[src/rtl/apb_timer_pkg.sv]
// Register map and field layout shared by the APB timer slave
// and anything that needs to decode its registers.
package apb_timer_pkg;

    localparam logic [1:0] REG_CTRL   = 2'd0;
    localparam logic [1:0] REG_LOAD   = 2'd1;
    localparam logic [1:0] REG_COUNT  = 2'd2;
    localparam logic [1:0] REG_STATUS = 2'd3;

    localparam int CTRL_EN        = 0;
    localparam int CTRL_RELOAD    = 1;
    localparam int CTRL_IRQ_EN    = 2;
    localparam int PRESCALE_LSB   = 8;
    localparam int PRESCALE_MSB   = 15;
    localparam int STATUS_EXPIRED = 0;

    typedef struct packed {
        logic [7:0] prescale;
        logic       irq_en;
        logic       reload;
        logic       en;
    } ctrl_t;

    function automatic logic [31:0] ctrl_pack(input ctrl_t c);
        logic [31:0] w;
        w = '0;
        w[CTRL_EN]                    = c.en;
        w[CTRL_RELOAD]                = c.reload;
        w[CTRL_IRQ_EN]                = c.irq_en;
        w[PRESCALE_MSB:PRESCALE_LSB]  = c.prescale;
        return w;
    endfunction

endpackage

[src/rtl/apb_timer_if.sv]
// APB bus bundle between the bridge (master) and the timer
// slave; Prdata is the only slave-driven signal.
interface apb_timer_if;

    logic [2:0]  Pselx;
    logic        Penable;
    logic        Pwrite;
    logic [31:0] Paddr;
    logic [31:0] Pwdata;
    logic [31:0] Prdata;

    modport master (
        output Pselx,
        output Penable,
        output Pwrite,
        output Paddr,
        output Pwdata,
        input  Prdata
    );

    modport slave (
        input  Pselx,
        input  Penable,
        input  Pwrite,
        input  Paddr,
        input  Pwdata,
        output Prdata
    );

endinterface

[src/rtl/apb_timer_prescaler.sv]
// 8-bit prescaler: tick fires when pcnt reaches prescale,
// so prescale=P yields one tick every P+1 enabled cycles.
module apb_timer_prescaler (
    input  logic       Hclk,
    input  logic       Hreset,
    input  logic       en,
    input  logic       clr,
    input  logic [7:0] prescale,
    output logic       tick
);

    logic [7:0] pcnt;

    assign tick = en & (pcnt == prescale);

    always_ff @(posedge Hclk or posedge Hreset) begin
        if (Hreset) begin
            pcnt <= '0;
        end else if (!en || clr || tick) begin
            pcnt <= '0;
        end else begin
            pcnt <= pcnt + 8'd1;
        end
    end

endmodule

[src/rtl/apb_timer_slave.sv]
// APB timer slave: register decode, 32-bit down-counter,
// sticky expiry flag, level irq and registered read data.
module apb_timer_slave
    import apb_timer_pkg::*;
#(
    parameter int SEL_IDX = 0
) (
    input  logic       Hclk,
    input  logic       Hreset,
    apb_timer_if.slave bus,
    output logic       irq
);

    logic        sel;
    logic        setup;
    logic        access;
    logic        wr;
    logic [1:0]  addr;
    logic        wr_ctrl;
    logic        wr_load;
    logic        wr_status;
    logic        start;
    logic        tick;
    logic        expire;
    ctrl_t       ctrl;
    logic [31:0] load;
    logic [31:0] count;
    logic        expired;
    logic [31:0] rdata;
    logic [31:0] prdata;
    logic        unused_bits;

    assign sel       = bus.Pselx[SEL_IDX];
    assign setup     = sel & ~bus.Penable;
    assign access    = sel & bus.Penable;
    assign wr        = access & bus.Pwrite;
    assign addr      = bus.Paddr[3:2];
    assign wr_ctrl   = wr & (addr == REG_CTRL);
    assign wr_load   = wr & (addr == REG_LOAD);
    assign wr_status = wr & (addr == REG_STATUS);

    assign unused_bits = ^{bus.Paddr[31:4], bus.Paddr[1:0], bus.Pselx};

    // An enable edge restarts the prescale period from zero.
    assign start  = wr_ctrl & bus.Pwdata[CTRL_EN] & ~ctrl.en;
    assign expire = tick & (count == '0);

    apb_timer_prescaler u_prescaler (
        .Hclk     (Hclk),
        .Hreset   (Hreset),
        .en       (ctrl.en),
        .clr      (start),
        .prescale (ctrl.prescale),
        .tick     (tick)
    );

    always_ff @(posedge Hclk or posedge Hreset) begin
        if (Hreset) begin
            ctrl <= '0;
        end else if (wr_ctrl) begin
            ctrl.en       <= bus.Pwdata[CTRL_EN];
            ctrl.reload   <= bus.Pwdata[CTRL_RELOAD];
            ctrl.irq_en   <= bus.Pwdata[CTRL_IRQ_EN];
            ctrl.prescale <= bus.Pwdata[PRESCALE_MSB:PRESCALE_LSB];
        end else if (expire && !ctrl.reload) begin
            ctrl.en <= 1'b0;
        end
    end

    always_ff @(posedge Hclk or posedge Hreset) begin
        if (Hreset) begin
            load <= '0;
        end else if (wr_load) begin
            load <= bus.Pwdata;
        end
    end

    // A LOAD write takes priority over any tick in the same cycle.
    always_ff @(posedge Hclk or posedge Hreset) begin
        if (Hreset) begin
            count <= '0;
        end else if (wr_load) begin
            count <= bus.Pwdata;
        end else if (tick) begin
            if (count != '0) begin
                count <= count - 32'd1;
            end else if (ctrl.reload) begin
                count <= load;
            end
        end
    end

    always_ff @(posedge Hclk or posedge Hreset) begin
        if (Hreset) begin
            expired <= 1'b0;
        end else if (expire) begin
            expired <= 1'b1;
        end else if (wr_status && bus.Pwdata[STATUS_EXPIRED]) begin
            expired <= 1'b0;
        end
    end

    always_comb begin
        rdata = '0;
        unique case (addr)
            REG_CTRL:   rdata = ctrl_pack(ctrl);
            REG_LOAD:   rdata = load;
            REG_COUNT:  rdata = count;
            REG_STATUS: rdata[STATUS_EXPIRED] = expired;
            default:    rdata = '0;
        endcase
    end

    // Captured on the read setup edge so it holds through access.
    always_ff @(posedge Hclk or posedge Hreset) begin
        if (Hreset) begin
            prdata <= '0;
        end else if (!sel) begin
            prdata <= '0;
        end else if (setup && !bus.Pwrite) begin
            prdata <= rdata;
        end
    end

    assign bus.Prdata = prdata;
    assign irq        = expired & ctrl.irq_en;

endmodule
[src/flat_wrapper.sv]
// flat-port wrapper written by rule: the top's interface ports become plain ports
module apb_timer_slave_flat import apb_timer_pkg::*;
#(
    parameter int SEL_IDX = 0
)
  (Hclk, Hreset, irq, bus_Pselx, bus_Penable, bus_Pwrite, bus_Paddr, bus_Pwdata, bus_Prdata);
  apb_timer_if bus_i ();
  input  logic Hclk;
  input  logic Hreset;
  output logic irq;
  input wire logic [$bits(bus_i.Pselx)-1:0] bus_Pselx;
  input wire logic [$bits(bus_i.Penable)-1:0] bus_Penable;
  input wire logic [$bits(bus_i.Pwrite)-1:0] bus_Pwrite;
  input wire logic [$bits(bus_i.Paddr)-1:0] bus_Paddr;
  input wire logic [$bits(bus_i.Pwdata)-1:0] bus_Pwdata;
  output wire logic [$bits(bus_i.Prdata)-1:0] bus_Prdata;
  assign bus_i.Pselx = bus_Pselx;
  assign bus_i.Penable = bus_Penable;
  assign bus_i.Pwrite = bus_Pwrite;
  assign bus_i.Paddr = bus_Paddr;
  assign bus_i.Pwdata = bus_Pwdata;
  assign bus_Prdata = bus_i.Prdata;
  apb_timer_slave #(.SEL_IDX(SEL_IDX)) u_core (.Hclk(Hclk), .Hreset(Hreset), .bus(bus_i), .irq(irq));
endmodule
[config.mk]
export PLATFORM = sky130hd
export DESIGN_NAME = apb_timer_slave_flat
export DESIGN_NICKNAME = d
export VERILOG_FILES = /design/src/rtl/apb_timer_pkg.sv /design/src/rtl/apb_timer_if.sv /design/src/rtl/apb_timer_prescaler.sv /design/src/rtl/apb_timer_slave.sv /design/src/flat_wrapper.sv
export SDC_FILE = /design/constraint.sdc
export NUM_CORES = 1
export LEC_CHECK = 0
export CORE_ASPECT_RATIO = 0.8
export CORE_MARGIN = 8
export CORE_UTILIZATION = 49
export CTS_CLUSTER_SIZE = 40
export DETAILED_ROUTE_END_ITERATION = 16
export PLACE_DENSITY = 0.85
export SYNTH_ARGS = -nofsm -noshare
export SYNTH_HDL_FRONTEND = slang
export SYNTH_SLANG_ARGS = --single-unit
export TNS_END_PERCENT = 5
[constraint.sdc]
create_clock -name Hclk -period 3.6 [get_ports Hclk]
set_input_delay 0.72 -clock Hclk [delete_from_list [all_inputs] [get_ports Hclk]]
set_output_delay 0.72 -clock Hclk [all_outputs]
set_load 0.01 [all_outputs]
==> metrics.md <==
| Metric | Value |
|---|---|
| Die area | 16500 um^2 |
| Post-CTS setup buffer count | 0 |
| Min-Delay Path Class | flip-flop to flip-flop |
| First-pass GRT wire length | 31000 um |
| Row cnt | 36 |
| Chip Width | 142 um |
| Nets@finish | 831 |
| Final Cell Area | 7680 um^2 |
| CP startpoint kind | flip-flop |
| Pre-antenna DRT Iters | 5 |
| Synthesized area per cell | 8.94 um^2 |
| Netlist Area Pre-Place | 6200 um^2 |
| F_max | 0.317 GHz |
| Clock tree buffer depth | 2 |
| Worst r2r src | u_core.count[0]$_DFFE_PP0P_ |
| Routed wire length | 19200 um |
| Global placement routability congestion | 0.917 |
| CTS sink cnt | 116 |
| Largest net degree at the start of global routing | 117 |
| Initial antenna violation count | 1 |
| CTS resizes | 0 |
| Routed len/inst | 20.4 um |
| Cell count after synthesis | 694 |
| Top_reg_cell synth | dfrtp_1 |
| Synth warn | 0 |
| Hold wc startpoint | u_core.bus.Prdata[22]$_DFFE_PP0P_ |
| Vias/cell | 6.30 |
| Setup crit start | u_core.count[0]$_DFFE_PP0P_ |
| Max VDD drop | 0.335 mV |
| Final Cycle Share | 0.875 |
| Status | finished clean |
| Detail Route Antenna Nets | 0 |
| Top cells by area, synth | dfrtp_1, nand2_1, o21ai_0 |
| Max-cap viol count | 0 |
| CP max FO | 27 |
| Die Y | 117 um |
| I/O Buffers | 71 |
| DR vias | 5929 |
| Distinct cells, synth | 75 |
| Vias in the first global route | 5958 |
| P_leak | 3.29 nW |
| Overall Global Routing Usage | 0.243 |
| CP peak stage delay | 0.53 ns |
| Power Dens Cells | 547 nW/um^2 |
| Yosys top cell area share | 0.468 |
| # setup viols final | 0 |
| CP max stage cell | nor4_4 |
| Antenna diodes | 0 |
| P&R area growth vs syn | 23.8% |
| Sequential fraction of the synthesis area | 0.468 |
| Max_slew headroom | 0.145 |
| Crit path capture type | flip-flop |
| Crit path arrival time | 3.53 ns |
| Post-Syn Nets | 768 |
| DR iter-0 viols | 675 |
| Final TNS setup | 0 ns |
| Drt drc | 0 |
| Synthesis-stage register bit count | 116 |
| Register clock-pin slew on the reported worst setup and hold paths | 0.06 ns |
| # IOs | 104 |
| Crit-path cells | inv_1, ha_1, nor4b_1, nand4_2, nor4_4, o21ai_2, o211a_1, o21ba_2 |
| Worst setup path class | flip-flop to flip-flop |
| Hold_buf cts | 0 |
| Post-Route Skew | 0.0124 ns |
| CTS Buf Count | 17 |
| Final count of hold timing violations | 0 |
| Core footprint | 12300 um^2 |
| Htree depth | 4 |
| Tmin final | 3.15 ns |
| Overflow after GRT | 0 |
| RSZ-0062 raised after global routing | no |
| Clock Latency Late Sink | 0.43 ns |
| CTS tree | done |
| Placed Area | 7090 um^2 |
| Cell taking the most area after synthesis | dfrtp_1 |
| Layout cell share with drive strength beyond 1 | 0.113 |
| Slew @ Worst Pin | 1.28 ns |
| Cell count after placement | 909 |
| Synth async-reset ratio | 1.00 |
| Initial Util | 0.506 |
| Non-Filler Instances | 941 |
| Post-synth EDFFs | 0 |
| Root Driver | clkbuf_16 |
| CP required | 3.98 ns |
| Post-detail-place hpwl | 13200 um |
| Max-slew violation count | 0 |
## layout by cell type (no fill, tap or decap), drive strengths merged, types with 3 or more instances in the layout
cell type	n
and4	4
nor3	20
nand2b	3
o211ai	3
nor4	9
nand2	141
nand3	23
nor2b	4
o21ai	62
a21oi	42
xnor2	9
or4	3
a22oi	25
clkinvlp	7
clkinv	5
a211o	3
or3	3
a211oi	6
dfrtp	116
o311ai	4
and3	6
mux2i	10
mux2	12
inv	10
nor2	50
nand4	8
clkdlybuf4s50	71
clkbuf	17
and2	3
o21a	5
xor2	7
ha	3
a21o	7
buf	18
o31ai	10
a31oi	12
## state kept, by name, summed over array words and instances (netlist names)
register and cells:
u_core.count 32, u_core.u_prescaler.pcnt 8, u_core.ctrl 11, u_core.expired 1, u_core.load 32, u_core.bus.Prdata 32
## synth_stat cells, types with 3 or more instances
cell type	instances
nor4_4	3
a21oi_1	42
o211ai_1	3
o21a_1	4
buf_2	7
dfrtp_1	116
nor2_1	50
nand3_1	23
xnor2_1	9
xor2_1	7
nor2b_1	4
nor3_1	18
a22oi_1	25
or3_1	3
and4_1	4
a211o_1	3
mux2i_1	10
nand4_1	7
o31ai_1	9
a31oi_1	12
clkbuf_1	33
a21o_1	6
mux2_2	12
inv_1	9
o21ai_0	59
nand2_1	140
and3_1	6
a211oi_1	6
nor4_1	5
ha_1	3
## final cells by class
| type | instances | area (um^2) |
|---|---|---|
| Fill cell | 995 | 4570 |
| Multi-Input combinational cell | 524 | 3080 |
| Sequential cell | 116 | 2900 |
| Timing Repair Buffer | 89 | 858 |
| Clock buffer | 17 | 425 |
| Tap cell | 171 | 214 |
| Clock inverter | 15 | 159 |
| Inverter | 9 | 37.5 |
## where the power goes
part / switching, mW / internal, mW / leakage [nW]
Clock: 0.644 / 1.02 / 0.268
Combinational: 0.372 / 0.337 / 1.55
Sequential: 0.311 / 1.52 / 1.47
## per-layer routing
metal / share of wire / wire length (um) / GRT usage
met1: 0.41 / 7960 / 0.300
met2: 0.46 / 8870 / 0.387
met3: 0.098 / 1890 / 0.0658
met4: 0.024 / 470 / 0.125
met5: 0.00068 / 13 / 0
## through the flow
step | total power [mW] | hold WS [ns] | setup WS (ns) | utilization
after floorplan | 2.24 | 0.459 | 1.18 | -
after global placement | 2.48 | 0.460 | 0.497 | 0.579
after detailed placement | 2.53 | 0.471 | 0.458 | 0.579
after CTS | 4.19 | 0.486 | 0.513 | 0.627
after global routing | 4.37 | 0.499 | 0.314 | 0.627
final | 4.20 | 0.480 | 0.450 | 0.627
## worst max-delay path, delay by kind of cell, from the launching register on
kind,cells,cell delay (ns)
buffers and inverters,1,0.11
DFF,1,0.45
and+or+nand+nor,3,1.39
adders and majority gates,1,0.16
AOI/OAI and AO/OA,3,0.95
## final timing paths
check / cells past startpoint / end / slack [ns]
worst max-delay path: 8 / u_core.count[31]$_DFFE_PP0P_ / 0.45
worst min-delay path: 2 / u_core.bus.Prdata[22]$_DFFE_PP0P_ / 0.48
worst max register to register: 8 / u_core.count[31]$_DFFE_PP0P_ / 0.45
worst min register to register: 2 / u_core.bus.Prdata[22]$_DFFE_PP0P_ / 0.48
max in group asynchronous: 3 / u_core.bus.Prdata[27]$_DFFE_PP0P_ / 2.32
min in group asynchronous: 3 / u_core.ctrl[0]$_DFFE_PP0P_ / 0.82
## cell families after synthesis
group | Yosys count | share of synthesized area
XOR/XNOR | 16 | 0.0226
multiplexers | 23 | 0.0416
AND/OR/NAND/NOR | 284 | 0.220
flip-flops | 116 | 0.468
AO/OA/AOI/OAI | 198 | 0.204
adder cells (fa/ha/maj) | 3 | 0.00605
buffers and inverters | 54 | 0.0373
Note: power is estimated with default switching activity, not from simulation.
